$ cat config.mk
export PLATFORM = sky130hd
export DESIGN_NAME = uart_rx_unit
export DESIGN_NICKNAME = d
export VERILOG_FILES = /design/src/rtl/uart_rx_unit.sv
export SDC_FILE = /design/constraint.sdc
export NUM_CORES = 1
export LEC_CHECK = 0
export CELL_PAD_IN_SITES_DETAIL_PLACEMENT = 0
export CELL_PAD_IN_SITES_GLOBAL_PLACEMENT = 1
export CORE_ASPECT_RATIO = 0.5
export CORE_MARGIN = 4
export CORE_UTILIZATION = 30
export DETAILED_ROUTE_END_ITERATION = 6
export HOLD_SLACK_MARGIN = 0.03
export PLACE_DENSITY = 0.55
export SKIP_LAST_GASP = 1
export SYNTH_ARGS = -nofsm -noshare
export SYNTH_HDL_FRONTEND = slang
export SYNTH_SLANG_ARGS = --single-unit
export TNS_END_PERCENT = 100
$ cat constraint.sdc
create_clock -name clock -period 2.51 [get_ports clock]
set_input_delay 0.753 -clock clock [delete_from_list [all_inputs] [get_ports clock]]
set_output_delay 0.753 -clock clock [all_outputs]
set_load 0.01 [all_outputs]
$ cat src/rtl/uart_rx_unit.sv
// UART receiver: 2-flop synchronizer, 16x oversampling with 3-sample majority vote,
// 8 data bits LSB first, optional odd/even parity, one stop bit.
module uart_rx_unit #(
  parameter int CLOCK_HZ   = 50000000,
  parameter int OVERSAMPLE = 16
) (
  input  logic       clock,
  input  logic       reset_n,
  input  logic       rx,
  input  logic [1:0] parity_type,
  input  logic [1:0] baud_rate,
  output logic [7:0] data_out,
  output logic       rx_active_flag,
  output logic       rx_done_flag,
  output logic [2:0] error_flag
);

  // Rounded divisors: clocks per oversample tick for each baud code.
  localparam int DIV_2400  = (CLOCK_HZ + (OVERSAMPLE * 2400) / 2)  / (OVERSAMPLE * 2400);
  localparam int DIV_4800  = (CLOCK_HZ + (OVERSAMPLE * 4800) / 2)  / (OVERSAMPLE * 4800);
  localparam int DIV_9600  = (CLOCK_HZ + (OVERSAMPLE * 9600) / 2)  / (OVERSAMPLE * 9600);
  localparam int DIV_19200 = (CLOCK_HZ + (OVERSAMPLE * 19200) / 2) / (OVERSAMPLE * 19200);

  typedef enum logic [2:0] {
    S_IDLE   = 3'd0,
    S_START  = 3'd1,
    S_DATA   = 3'd2,
    S_PARITY = 3'd3,
    S_STOP   = 3'd4
  } state_t;

  state_t      r_state;
  logic        r_rx_m;
  logic        r_rx_s;
  logic        r_rx_prev;
  logic [15:0] r_div_cnt;
  logic [3:0]  r_tick;
  logic [2:0]  r_bit_idx;
  logic        r_s7;
  logic        r_s8;
  logic [7:0]  r_shift;
  logic [1:0]  r_baud;
  logic [1:0]  r_par;
  logic [7:0]  r_data;
  logic        r_active;
  logic        r_done;
  logic [2:0]  r_err;

  logic [15:0] w_div_m1;
  logic        w_tick;
  logic        w_maj;
  logic        w_par_en;
  logic        w_exp_par;

  always_comb begin
    w_div_m1 = 16'(DIV_2400 - 1);
    case (r_baud)
      2'b00:   w_div_m1 = 16'(DIV_2400 - 1);
      2'b01:   w_div_m1 = 16'(DIV_4800 - 1);
      2'b10:   w_div_m1 = 16'(DIV_9600 - 1);
      default: w_div_m1 = 16'(DIV_19200 - 1);
    endcase
  end

  assign w_tick    = (r_div_cnt == w_div_m1);
  assign w_maj     = (r_s7 & r_s8) | (r_s7 & r_rx_s) | (r_s8 & r_rx_s);
  assign w_par_en  = (r_par == 2'b01) || (r_par == 2'b10);
  assign w_exp_par = (r_par == 2'b10) ? (^r_shift) : (~^r_shift);

  always_ff @(posedge clock or negedge reset_n) begin
    if (!reset_n) begin
      r_rx_m    <= 1'b1;
      r_rx_s    <= 1'b1;
      r_rx_prev <= 1'b1;
    end else begin
      r_rx_m    <= rx;
      r_rx_s    <= r_rx_m;
      r_rx_prev <= r_rx_s;
    end
  end

  always_ff @(posedge clock or negedge reset_n) begin
    if (!reset_n) begin
      r_state   <= S_IDLE;
      r_div_cnt <= '0;
      r_tick    <= '0;
      r_bit_idx <= '0;
      r_s7      <= 1'b1;
      r_s8      <= 1'b1;
      r_shift   <= '0;
      r_baud    <= '0;
      r_par     <= '0;
      r_data    <= '0;
      r_active  <= 1'b0;
      r_done    <= 1'b0;
      r_err     <= '0;
    end else begin
      r_done <= 1'b0;
      if (r_state == S_IDLE) begin
        // Holding the counters at zero here restarts bit timing on the start edge.
        r_div_cnt <= '0;
        r_tick    <= '0;
        r_bit_idx <= '0;
        if (r_rx_prev && !r_rx_s) begin
          r_state  <= S_START;
          r_baud   <= baud_rate;
          r_par    <= parity_type;
          r_err    <= '0;
          r_active <= 1'b1;
        end
      end else if (w_tick) begin
        r_div_cnt <= '0;
        r_tick    <= r_tick + 4'd1;
        if (r_tick == 4'd7) r_s7 <= r_rx_s;
        if (r_tick == 4'd8) r_s8 <= r_rx_s;
        case (r_state)
          S_START: begin
            if (r_tick == 4'd9 && w_maj) begin
              r_err[1] <= 1'b1;
              r_active <= 1'b0;
              r_state  <= S_IDLE;
            end else if (r_tick == 4'd15) begin
              r_state <= S_DATA;
            end
          end
          S_DATA: begin
            if (r_tick == 4'd9) r_shift <= {w_maj, r_shift[7:1]};
            if (r_tick == 4'd15) begin
              if (r_bit_idx == 3'd7) r_state <= w_par_en ? S_PARITY : S_STOP;
              else                   r_bit_idx <= r_bit_idx + 3'd1;
            end
          end
          S_PARITY: begin
            if (r_tick == 4'd9 && (w_maj != w_exp_par)) r_err[0] <= 1'b1;
            if (r_tick == 4'd15) r_state <= S_STOP;
          end
          S_STOP: begin
            // Finish at mid-stop so a back-to-back start edge is not missed.
            if (r_tick == 4'd9) begin
              if (!w_maj) r_err[2] <= 1'b1;
              r_data   <= r_shift;
              r_done   <= 1'b1;
              r_active <= 1'b0;
              r_state  <= S_IDLE;
            end
          end
          default: r_state <= S_IDLE;
        endcase
      end else begin
        r_div_cnt <= r_div_cnt + 16'd1;
      end
    end
  end

  assign data_out       = r_data;
  assign rx_active_flag = r_active;
  assign rx_done_flag   = r_done;
  assign error_flag     = r_err;

endmodule

==> impl_table.tex <==
\begin{tabular}{lr}
\hline
Metric & Value \\
\hline
\multicolumn{2}{l}{\textbf{Detailed routing}} \\
Routed wirelength normalized by instance count & 14.2 um \\
Via count & $\sim$2100 \\
DRC Markers & 0 \\
Routed wire length & 6200 um \\
DR pass1 iterations & 4 \\
Initial drt markers & 136 \\
Antenna Nets Post-Route & 0 \\
Number of vias per cell & between 4 and 5 \\
\multicolumn{2}{l}{\textbf{Timing}} \\
Fin crit share & 0.886 \\
Pin slew with the least headroom to its limit & between 500 and 600 ps \\
Number of endpoints with negative hold slack in the final report & 0 \\
Achievable frequency & around 450 MHz \\
Clock skew & 8.34 ps \\
Count of final max-slew check failures & 0 \\
Worst slew margin relative to its limit & 0.643 \\
Fin Hold WS & between 300 and 400 ps \\
Total negative slack for setup checks & 0 ps \\
RSZ-0062 raised after global routing & no \\
Period minus WS final & 2220 ps \\
Number of setup violations in the final report & 0 \\
\multicolumn{2}{l}{\textbf{Floorplan}} \\
Die area & between 0.01 and 0.015 mm2 \\
Core region area & roughly 0.0094 mm2 \\
Number of standard-cell rows in the floorplan & 25 \\
Number of top-level pins & 20 \\
Chip width & approximately 150 um \\
DIE HEIGHT & roughly 78 um \\
Starting density of the core & 0.308 \\
\multicolumn{2}{l}{\textbf{GRT}} \\
Total track usage & 0.114 \\
Via count of the first global-routing pass & 2132 \\
Number of antenna violations at the first check in global routing & 0 \\
Overflow left after global routing & 0 \\
Wire length of the first global-routing pass & around 11000 um \\
Largest net degree at the start of global routing & between 50 and 60 \\
\multicolumn{2}{l}{\textbf{Worst setup path}} \\
Worst-path fanout max & 13 \\
Critical path class & register to register \\
Arrival time of the worst setup path & 2400 ps \\
Kind of launch point of the worst setup path & register \\
Endpoint type of the worst setup path & register \\
Required time of the critical path & around 2700 ps \\
\multicolumn{2}{l}{\textbf{Placement}} \\
Number of placed instances with taps included & 428 \\
Final RePlAce weighted congestion & 0.765 \\
Sum of net half-perimeters after detailed placement & between 4000 and 5000 um \\
Port Buf Inserts & 19 \\
\multicolumn{2}{l}{\textbf{CTS}} \\
H-Tree Level Count & 2 \\
Clock Pin Slew Worst Setup and Hold Paths & roughly 70 ps \\
Clock sink count & 56 \\
Insertion delay to the later sink of the worst-skew pair & about 300 ps \\
Setup Buffers After CTS & 0 \\
Clock tree root driver cell & sky130\_fd\_sc\_hd\_\_clkbuf\_16 \\
Post-CTS resize count & 0 \\
TritonCTS clock tree & yes \\
Largest buffer count on any clock path & 2 \\
Cts bufs inserted & 5 \\
Number of hold-repair buffers added at the cts stage & 0 \\
\multicolumn{2}{l}{\textbf{Cells and area}} \\
Share of final-layout standard cells stronger than drive strength 1 & 0.176 \\
Post-synthesis to final-layout area growth & 18.4\% \\
Most frequent standard cell in the layout excluding fill and tap cells & sky130\_fd\_sc\_hd\_\_dfrtp\_1 \\
Commonest cells after routing, fill and taps aside & sky130\_fd\_sc\_hd\_\_dfrtp\_1, sky130\_fd\_sc\_hd\_\_nor2\_1, sky130\_fd\_sc\_hd\_\_nand2\_1, sky130\_fd\_sc\_hd\_\_mux2\_2, sky130\_fd\_sc\_hd\_\_clkdlybuf4s50\_1 \\
Diode count & 0 \\
Total number of nets in the final design & approximately 310 \\
Non-filler instance count after layout & 436 \\
\multicolumn{2}{l}{\textbf{Power and ir drop}} \\
Worst IR Drop VDD & about 0.25 mV \\
Leakage power summed over all cells & around 0.0015 uW \\
Power per Cell Area & 627 mW/mm2 \\
\multicolumn{2}{l}{\textbf{Yosys}} \\
Main synth FF type & sky130\_fd\_sc\_hd\_\_dfrtp\_1 \\
Mapped Area & about 0.0029 mm2 \\
Number of warnings reported in the yosys synthesis log & 0 \\
Sequential area share after synthesis & 0.484 \\
\#FFs+latches synth & 56 \\
Count of flip-flops with a built-in enable after synthesis & 0 \\
Net Count, Synth & between 200 and 300 \\
Fraction of registers with async set or reset after synthesis & 1.00 \\
Synth Area per Inst & roughly 11 um2 \\
Yosys cell types & 53 \\
Cell count after synthesis & 274 \\
\multicolumn{2}{l}{\textbf{Outcome}} \\
Status & finished, final reports clean \\
\multicolumn{2}{l}{\textbf{Min path}} \\
Hold Crit Class & register to register \\
\multicolumn{2}{l}{\textbf{Flow run}} \\
Number of max-capacitance violations reported & 0 \\
\hline
\end{tabular}
[cells by family (layout without fill, tap and decap cells)]
group           after synthesis  count (layout)  synth area share
xor+xnor                     23              23            0.0692
fa+ha+maj                     8               8            0.0335
simple gates                116             116             0.225
compound gates               36              36            0.0895
mux                          19              19            0.0731
buf+inv                      16              43            0.0258
flops                        56              56             0.484
[area by class of cell]
cell class / count / area, um2
clock buffer: 6 / 129
clock inverter: 2 / 12.5
fill: 967 / 6000
inverter: 5 / 18.8
multi-input combinational: 202 / 1430
sequential: 56 / 1410
tap: 135 / 169
timing repair buffer: 30 / 280
[cells in the mapped netlist (5+ instances only)]
master / n / area [um2]
sky130_fd_sc_hd__dfrtp_1: 51 / 1280
sky130_fd_sc_hd__nor2_1: 32 / 120
sky130_fd_sc_hd__nand2_1: 27 / 101
sky130_fd_sc_hd__mux2_2: 18 / 203
sky130_fd_sc_hd__xnor2_1: 12 / 105
sky130_fd_sc_hd__xor2_1: 11 / 96.3
sky130_fd_sc_hd__ha_1: 7 / 87.6
sky130_fd_sc_hd__nand3_1: 7 / 35.0
sky130_fd_sc_hd__o21ai_0: 7 / 35.0
sky130_fd_sc_hd__a31oi_1: 6 / 37.5
sky130_fd_sc_hd__and3_1: 6 / 37.5
sky130_fd_sc_hd__clkbuf_1: 6 / 22.5
sky130_fd_sc_hd__a21oi_1: 5 / 25.0
sky130_fd_sc_hd__dfstp_2: 5 / 131
sky130_fd_sc_hd__inv_1: 5 / 18.8
sky130_fd_sc_hd__nand4_1: 5 / 31.3
sky130_fd_sc_hd__nor3b_1: 5 / 37.5
[flip-flops by register name (all words and copies together) (netlist names)]
register / cells
data_out: 8
error_flag: 3
r_baud: 2
r_bit_idx: 3
r_div_cnt: 16
r_par: 2
r_rx_m: 1
r_rx_prev: 1
r_rx_s: 1
r_s7: 1
r_s8: 1
r_shift: 8
r_state: 3
r_tick: 4
rx_active_flag: 1
rx_done_flag: 1
[critical path, cell delays in order (launching register included)]
cell and delay (ps):
sky130_fd_sc_hd__dfrtp_1 420, sky130_fd_sc_hd__or4_1 550, sky130_fd_sc_hd__nor3_2 140, sky130_fd_sc_hd__and4b_1 350
sky130_fd_sc_hd__buf_4 250, sky130_fd_sc_hd__o211ai_1 110, sky130_fd_sc_hd__a221o_1 300
[where the power goes]
group	switching [uW]	internal, uW	total (uW)
registers	116	983	1100
clock network	323	369	693
logic	201	165	367
[worst paths after layout]
path,endpoint,from,slack (ps),cells after the start
max,r_state[1],r_div_cnt[11],290,6
min,r_rx_s,r_rx_m,360,0
max reg2reg,r_state[1],r_div_cnt[11],290,6
min reg2reg,r_rx_s,r_rx_m,360,0
max in group asynchronous,r_rx_m,reset_n,1770,2
min in group asynchronous,data_out[3],reset_n,440,2
[stage by stage]
stage / instance area [um2] / power (uW) / util / setup WS, ps
after global placement: 3300 / 1490 / 0.350 / 247
after global routing: 3440 / 2300 / 0.365 / 157
final: 3440 / 2160 / 0.365 / 286
after floorplan: 2910 / 1360 / - / 510
after CTS: 3440 / 2190 / 0.365 / 267
after detailed placement: 3300 / 1490 / 0.350 / 277
[layer usage]
| layer | global-route usage | share of wire | up-vias |
|---|---|---|---|
| met5 | 0 | 0 | - |
| li1 | - | - | 1029 |
| met3 | 0.0338 | 0.035 | 6 |
| met4 | 0.0204 | 0.0074 | 0 |
| met2 | 0.187 | 0.46 | 25 |
| met1 | 0.152 | 0.50 | 1032 |
Power figures use the tool's default switching activity.
